## config.mk

```make
export PLATFORM = sky130hd
export DESIGN_NAME = msdap_out_serializer
export DESIGN_NICKNAME = d
export VERILOG_FILES = /design/src/rtl/msdap_out_serializer.sv
export SDC_FILE = /design/constraint.sdc
export NUM_CORES = 1
export LEC_CHECK = 0
export ABC_AREA = 1
export CORE_ASPECT_RATIO = 0.7
export CORE_UTILIZATION = 30
export CTS_CLUSTER_SIZE = 25
export DETAILED_ROUTE_END_ITERATION = 8
export GPL_TIMING_DRIVEN = 1
export PLACE_DENSITY = 0.49
export SLEW_MARGIN = 20
export SYNTH_ARGS = -nofsm -noshare
export SYNTH_HDL_FRONTEND = slang
export SYNTH_SLANG_ARGS = --single-unit
```

## constraint.sdc

```tcl
create_clock -name sClk -period 2.1 [get_ports sClk]
set_input_delay 0.42 -clock sClk [delete_from_list [all_inputs] [get_ports sClk]]
set_output_delay 0.42 -clock sClk [all_outputs]
set_load 0.01 [all_outputs]
```

## src/rtl/msdap_out_serializer.sv

```systemverilog
// ---------------------------------------------------------------------------
// msdap_out_serializer
//   Output-side transmitter for the MSDAP datapath. Takes 40-bit left/right
//   filter results as parallel words and shifts them out MSB-first on a
//   bit-serial link, with a one-bit frame marker on the MSB period. Bit timing
//   comes from a free-running sClk divider. A single holding register lets
//   the next word start immediately after the current LSB, with no idle bit.
//
// Ports
//   sClk        system clock
//   reset_n     asynchronous active-low reset
//   in_valid    parallel word offered
//   in_ready    holding register empty (word taken on in_valid && in_ready)
//   in_data_l   left-channel word
//   in_data_r   right-channel word
//   flush       synchronous abort: drops held and in-flight words
//   ser_clk     serial bit clock; receiver samples on its falling edge
//   frame       high during the MSB bit period of each word
//   out_bit_l   left serial data
//   out_bit_r   right serial data
//   busy        holding register full or a word is being shifted
//   words_sent  count of completely transmitted words (wraps)
// ---------------------------------------------------------------------------
module msdap_out_serializer #(
   parameter int WORD_W  = 40,
   parameter int CLK_DIV = 35
) (
   input  logic              sClk,
   input  logic              reset_n,
   input  logic              in_valid,
   output logic              in_ready,
   input  logic [WORD_W-1:0] in_data_l,
   input  logic [WORD_W-1:0] in_data_r,
   input  logic              flush,
   output logic              ser_clk,
   output logic              frame,
   output logic              out_bit_l,
   output logic              out_bit_r,
   output logic              busy,
   output logic [15:0]       words_sent
);

   localparam int DIV_W = $clog2(CLK_DIV);
   localparam int BIT_W = $clog2(WORD_W);
   localparam logic [DIV_W-1:0] DIV_LAST = DIV_W'(CLK_DIV - 1);
   localparam logic [DIV_W-1:0] DIV_HALF = DIV_W'(CLK_DIV / 2);
   localparam logic [BIT_W-1:0] BIT_LAST = BIT_W'(WORD_W - 1);
   localparam logic [BIT_W-1:0] BIT_ZERO = {BIT_W{1'b0}};

   typedef enum logic [0:0] {
      ST_IDLE  = 1'b0,
      ST_SHIFT = 1'b1
   } state_t;

   logic [DIV_W-1:0]  div_cnt_r;
   logic              bit_tick_s;
   state_t            state_r;
   logic              hold_full_r;
   logic [WORD_W-1:0] hold_l_r;
   logic [WORD_W-1:0] hold_r_r;
   // The MSB goes straight to the output on load, so the shifters only keep
   // the remaining WORD_W-1 bits.
   logic [WORD_W-2:0] shift_l_r;
   logic [WORD_W-2:0] shift_r_r;
   logic [BIT_W-1:0]  bit_cnt_r;
   logic [15:0]       words_sent_r;
   logic              frame_r;
   logic              out_l_r;
   logic              out_r_r;

   // Bit tick and serial clock are decoded from the divider; ser_clk is high
   // for the first CLK_DIV/2 cycles of each bit, so data launched on the
   // tick is mid-bit at the falling edge.
   assign bit_tick_s = (div_cnt_r == DIV_LAST);
   assign ser_clk    = (div_cnt_r < DIV_HALF);

   assign in_ready   = ~hold_full_r;
   assign busy       = hold_full_r | (state_r == ST_SHIFT);
   assign frame      = frame_r;
   assign out_bit_l  = out_l_r;
   assign out_bit_r  = out_r_r;
   assign words_sent = words_sent_r;

   // Free-running bit divider; flush deliberately leaves it alone so the
   // link keeps a steady bit clock.
   always_ff @(posedge sClk or negedge reset_n) begin
      if (!reset_n) begin
         div_cnt_r <= {DIV_W{1'b0}};
      end else if (bit_tick_s) begin
         div_cnt_r <= {DIV_W{1'b0}};
      end else begin
         div_cnt_r <= div_cnt_r + DIV_W'(1);
      end
   end

   // Holding register, transmit FSM, shifters and registered serial outputs.
   // Accept needs hold_full=0 and a load needs hold_full=1, so the set and
   // clear of hold_full can never collide on one edge.
   always_ff @(posedge sClk or negedge reset_n) begin
      if (!reset_n) begin
         state_r      <= ST_IDLE;
         hold_full_r  <= 1'b0;
         hold_l_r     <= {WORD_W{1'b0}};
         hold_r_r     <= {WORD_W{1'b0}};
         shift_l_r    <= {(WORD_W-1){1'b0}};
         shift_r_r    <= {(WORD_W-1){1'b0}};
         bit_cnt_r    <= BIT_ZERO;
         words_sent_r <= 16'd0;
         frame_r      <= 1'b0;
         out_l_r      <= 1'b0;
         out_r_r      <= 1'b0;
      end else if (flush) begin
         // Abort wins over accept and over the bit tick; the partial word
         // is not counted.
         state_r     <= ST_IDLE;
         hold_full_r <= 1'b0;
         bit_cnt_r   <= BIT_ZERO;
         frame_r     <= 1'b0;
         out_l_r     <= 1'b0;
         out_r_r     <= 1'b0;
      end else begin
         if (in_valid && !hold_full_r) begin
            hold_l_r    <= in_data_l;
            hold_r_r    <= in_data_r;
            hold_full_r <= 1'b1;
         end

         if (bit_tick_s) begin
            case (state_r)
               ST_IDLE: begin
                  if (hold_full_r) begin
                     shift_l_r   <= hold_l_r[WORD_W-2:0];
                     shift_r_r   <= hold_r_r[WORD_W-2:0];
                     out_l_r     <= hold_l_r[WORD_W-1];
                     out_r_r     <= hold_r_r[WORD_W-1];
                     frame_r     <= 1'b1;
                     bit_cnt_r   <= BIT_LAST;
                     hold_full_r <= 1'b0;
                     state_r     <= ST_SHIFT;
                  end else begin
                     frame_r <= 1'b0;
                     out_l_r <= 1'b0;
                     out_r_r <= 1'b0;
                  end
               end
               ST_SHIFT: begin
                  if (bit_cnt_r != BIT_ZERO) begin
                     out_l_r   <= shift_l_r[WORD_W-2];
                     out_r_r   <= shift_r_r[WORD_W-2];
                     shift_l_r <= {shift_l_r[WORD_W-3:0], 1'b0};
                     shift_r_r <= {shift_r_r[WORD_W-3:0], 1'b0};
                     frame_r   <= 1'b0;
                     bit_cnt_r <= bit_cnt_r - BIT_W'(1);
                  end else begin
                     // End of the LSB period: count it and chain straight
                     // into the held word if there is one.
                     words_sent_r <= words_sent_r + 16'd1;
                     if (hold_full_r) begin
                        shift_l_r   <= hold_l_r[WORD_W-2:0];
                        shift_r_r   <= hold_r_r[WORD_W-2:0];
                        out_l_r     <= hold_l_r[WORD_W-1];
                        out_r_r     <= hold_r_r[WORD_W-1];
                        frame_r     <= 1'b1;
                        bit_cnt_r   <= BIT_LAST;
                        hold_full_r <= 1'b0;
                     end else begin
                        frame_r <= 1'b0;
                        out_l_r <= 1'b0;
                        out_r_r <= 1'b0;
                        state_r <= ST_IDLE;
                     end
                  end
               end
               default: begin
                  frame_r   <= 1'b0;
                  out_l_r   <= 1'b0;
                  out_r_r   <= 1'b0;
                  bit_cnt_r <= BIT_ZERO;
                  state_r   <= ST_IDLE;
               end
            endcase
         end
      end
   end

endmodule

```

==> results.md <==
* DR pass1 iterations at 6
* Synth Net Count at 1,608
* Lkg Pwr at ~6.9 nW
* Async S/R FF share, synth at 1.00
* GP Congestion at 0.799
* Fin area at 13,100 um^2
* Hold Crit Class: reg -> reg
* Clk root buf: clkbuf_16
* Num ports at between 100 and 150
* Reg2reg path depth at 8
* Tightest Pin Transition at 584 ps
* Slew Viols, Final at 0
* Status: finished, final reports clean
* Via/cell ratio at 4.55
* Initial Utilization at 0.307
* R2R Setup Slk at about 300 ps
* Layout cells sized above 1 at 0.103
* Setup crit end: ser_clk
* Max cap viols at 0
* #FFs+latches synth at 191
* Max H-tree Level at 4
* Core ar. at ~35,000 um^2
* Synth top area cells: dfrtp_1, nand2_1, mux2_2
* Total gr overflow at 0
* WL/cell at 14.4 um
* 1st-iter DRT viols at 613
* Mapped cell area at 10,800 um^2
* First-pass GRT wire length at 49.8 mm
* Clk slew on worst S/H paths at 70 ps
* CP startpoint: div_cnt_r[0]$_DFF_PN0_
* Seq/Total Area, Yosys at 0.444
* Initial antenna violation count at 0
* Die Span Y at 160 um
* Total Power at a little over 9 mW
* Worst vdd ir at 0.000518 V
* Layout Skew at 13.4 ps
* Rel. slew slack at 0.610
* Vias in the first global route at 9,203
* # diodes at 0
* Routed vias at approximately 9,500
* RSZ-0062 raised after global routing: no
* Critical path required time at roughly 1700 ps
* HP Start: div_cnt_r[0]$_DFF_PN0_
* TritonCTS Buffers at 17
* Worst skew pair latency at between 400 and 500 ps
* Cell count after synthesis at 1,518
* Global-route usage over all layers at 0.170
* Largest net degree at the start of global routing at 79
* Reg2reg end: words_sent[2]$_DFFE_PN0P_
* Crit path time final at 1980 ps
* Final wirelength at ~30 mm
* IO Port Bufs at 105
* CTS tree: yes
* Die area at ~37,000 um^2
* Area share of the largest cell type after synthesis at 0.444
* Fillers at approximately 3,600
* Synth-to-Final Area Change at 22.1%
* Clk buf depth at 2
* Antenna-violating nets left at 0
* Synth top cells by count: nand2_1, dfrtp_1, nand3_1
* Power density over cell area at ~690 nW/um^2
* Top FF cell, synth: dfrtp_1
* FMAX at 504 MHz
* Final hold violation count at 0
* Worst R2R Start: bit_cnt_r[0]$_DFFE_PN0P_
* Setup Fix Bufs, Post-CTS at 0
* Startpoint Class: flip-flop
* Nets@finish at approximately 1,700
* Crit share post-route at 0.944
* Half-perimeter wire length of the detailed placement result at 18.7 mm
* Synth area leader: dfrtp_1
* Crit. End Element: output port
* Clk sinks at roughly 190
* Die Wd at 228 um
* DRC at 0
* Final setup viols at 0
* Rows at 57
* Most frequent cell after synthesis: nand2_1
* Placed Area at 12,600 um^2
* Synth warn at 0
* Count of cell types in the netlist at 26
* CP max FO at 4
* WS Path Type: reg -> out
* WP data arrival at ~1600 ps
* Syn avg cell area at 7.08 um^2
* Setup TNS Final at 0 ps
* Post-synth EDFFs at 0
==> metal layers <==
metal / global-route usage / vias to the layer above / part of all wire
met4: 0.0345 / 0 / 0.0075
met3: 0.0343 / 17 / 0.032
met2: 0.268 / 142 / 0.45
li1: - / 4880 / -
met5: 0 / - / 0
met1: 0.242 / 4427 / 0.51
==> flip-flops by register name (all words and copies together), names as in the netlist <==
register and cells:
hold_l_r 40, hold_r_r 40, shift_l_r 39, shift_r_r 39, words_sent 16, bit_cnt_r 6
div_cnt_r 6, frame 1, hold_full_r 1, out_bit_l 1, out_bit_r 1, state_r 1
==> final cells by class <==
| type | instances | area, um^2 | area share |
|---|---|---|---|
| multi-input cells | 1208 | 5500 | 0.419 |
| flip-flops and latches | 191 | 4790 | 0.365 |
| repair buffers | 144 | 1570 | 0.120 |
| well taps | 472 | 591 | 0.0450 |
| clock buffers | 19 | 453 | 0.0345 |
| inverters | 33 | 129 | 0.00982 |
| clock inverters | 13 | 103 | 0.00781 |
==> worst min path at each step <==
| stage | end | slack [ps] | depth (start not counted) |
|---|---|---|---|
| 4_1_cts | div_cnt_r[0]$_DFF_PN0_ | 480 | 1 |
| 2_1_floorplan | bit_cnt_r[0]$_DFFE_PN0P_ | 120 | 0 |
| 3_3_place_gp | hold_l_r[32]$_DFFE_PN0P_ | 470 | 1 |
| 5_1_grt | div_cnt_r[0]$_DFF_PN0_ | 510 | 1 |
| 3_5_place_dp | hold_l_r[32]$_DFFE_PN0P_ | 460 | 1 |
| 6_report | div_cnt_r[0]$_DFF_PN0_ | 480 | 1 |
==> logic make-up (layout without fill, tap and decap cells) <==
| group | after synthesis | after routing | synth area share |
|---|---|---|---|
| multiplexers | 78 | 78 | 0.0817 |
| AO/OA/AOI/OAI | 19 | 19 | 0.00919 |
| AND/OR/NAND/NOR | 1092 | 1092 | 0.398 |
| flip-flops | 191 | 191 | 0.444 |
| buffers and inverters | 119 | 209 | 0.0491 |
| adder cells (fa/ha/maj) | 6 | 6 | 0.00698 |
| XOR/XNOR | 13 | 13 | 0.0106 |
==> critical path, cell delays in order (launching register included) <==
cell	delay (ps)
dfrtp_1	410
inv_1	90
ha_1	140
nand2_1	50
a21oi_1	170
clkdlybuf4s15_1	260
==> through the flow <==
step / setup WS [ps] / instances / util / hold slack [ps]
2_1_floorplan: 530 / 1518 / - / 124
3_3_place_gp: 129 / 2047 / 0.359 / 468
3_5_place_dp: 117 / 2047 / 0.359 / 463
4_1_cts: 43.4 / 2080 / 0.375 / 484
5_1_grt: 3.13 / 2080 / 0.375 / 513
6_report: 117 / 2080 / 0.375 / 484
==> placed cells by master, fill, tap and decap left out, types with 6 or more instances in the layout <==
cell type / netlist / layout
buf_12: 0 / 18
buf_4: 10 / 20
clkbuf_16: 0 / 17
clkdlybuf4s50_1: 0 / 101
dfrtp_1: 191 / 189
ha_1: 6 / 6
inv_1: 29 / 29
mux2_2: 78 / 78
nand2_1: 943 / 943
nand3_1: 97 / 95
nand4_1: 8 / 8
nor2_1: 35 / 33
o21ai_0: 13 / 13
xor2_1: 8 / 8
==> power by group <==
group | switching (mW) | leakage [nW] | total (mW) | internal, mW
Clock | 1.59 | 0.273 | 3.20 | 1.60
Sequential | 0.237 | 2.44 | 4.29 | 4.06
Combinational | 0.853 | 4.15 | 1.62 | 0.765
Total | 2.68 | 6.87 | 9.11 | 6.43
==> timing repair <==
item,in CTS,in global routing
hold buffers,1,0
setup endpoints to repair,3,1
resized for setup,6,1
hold endpoints to repair,44,0
No activity file was read; power rests on OpenSTA's default activity.
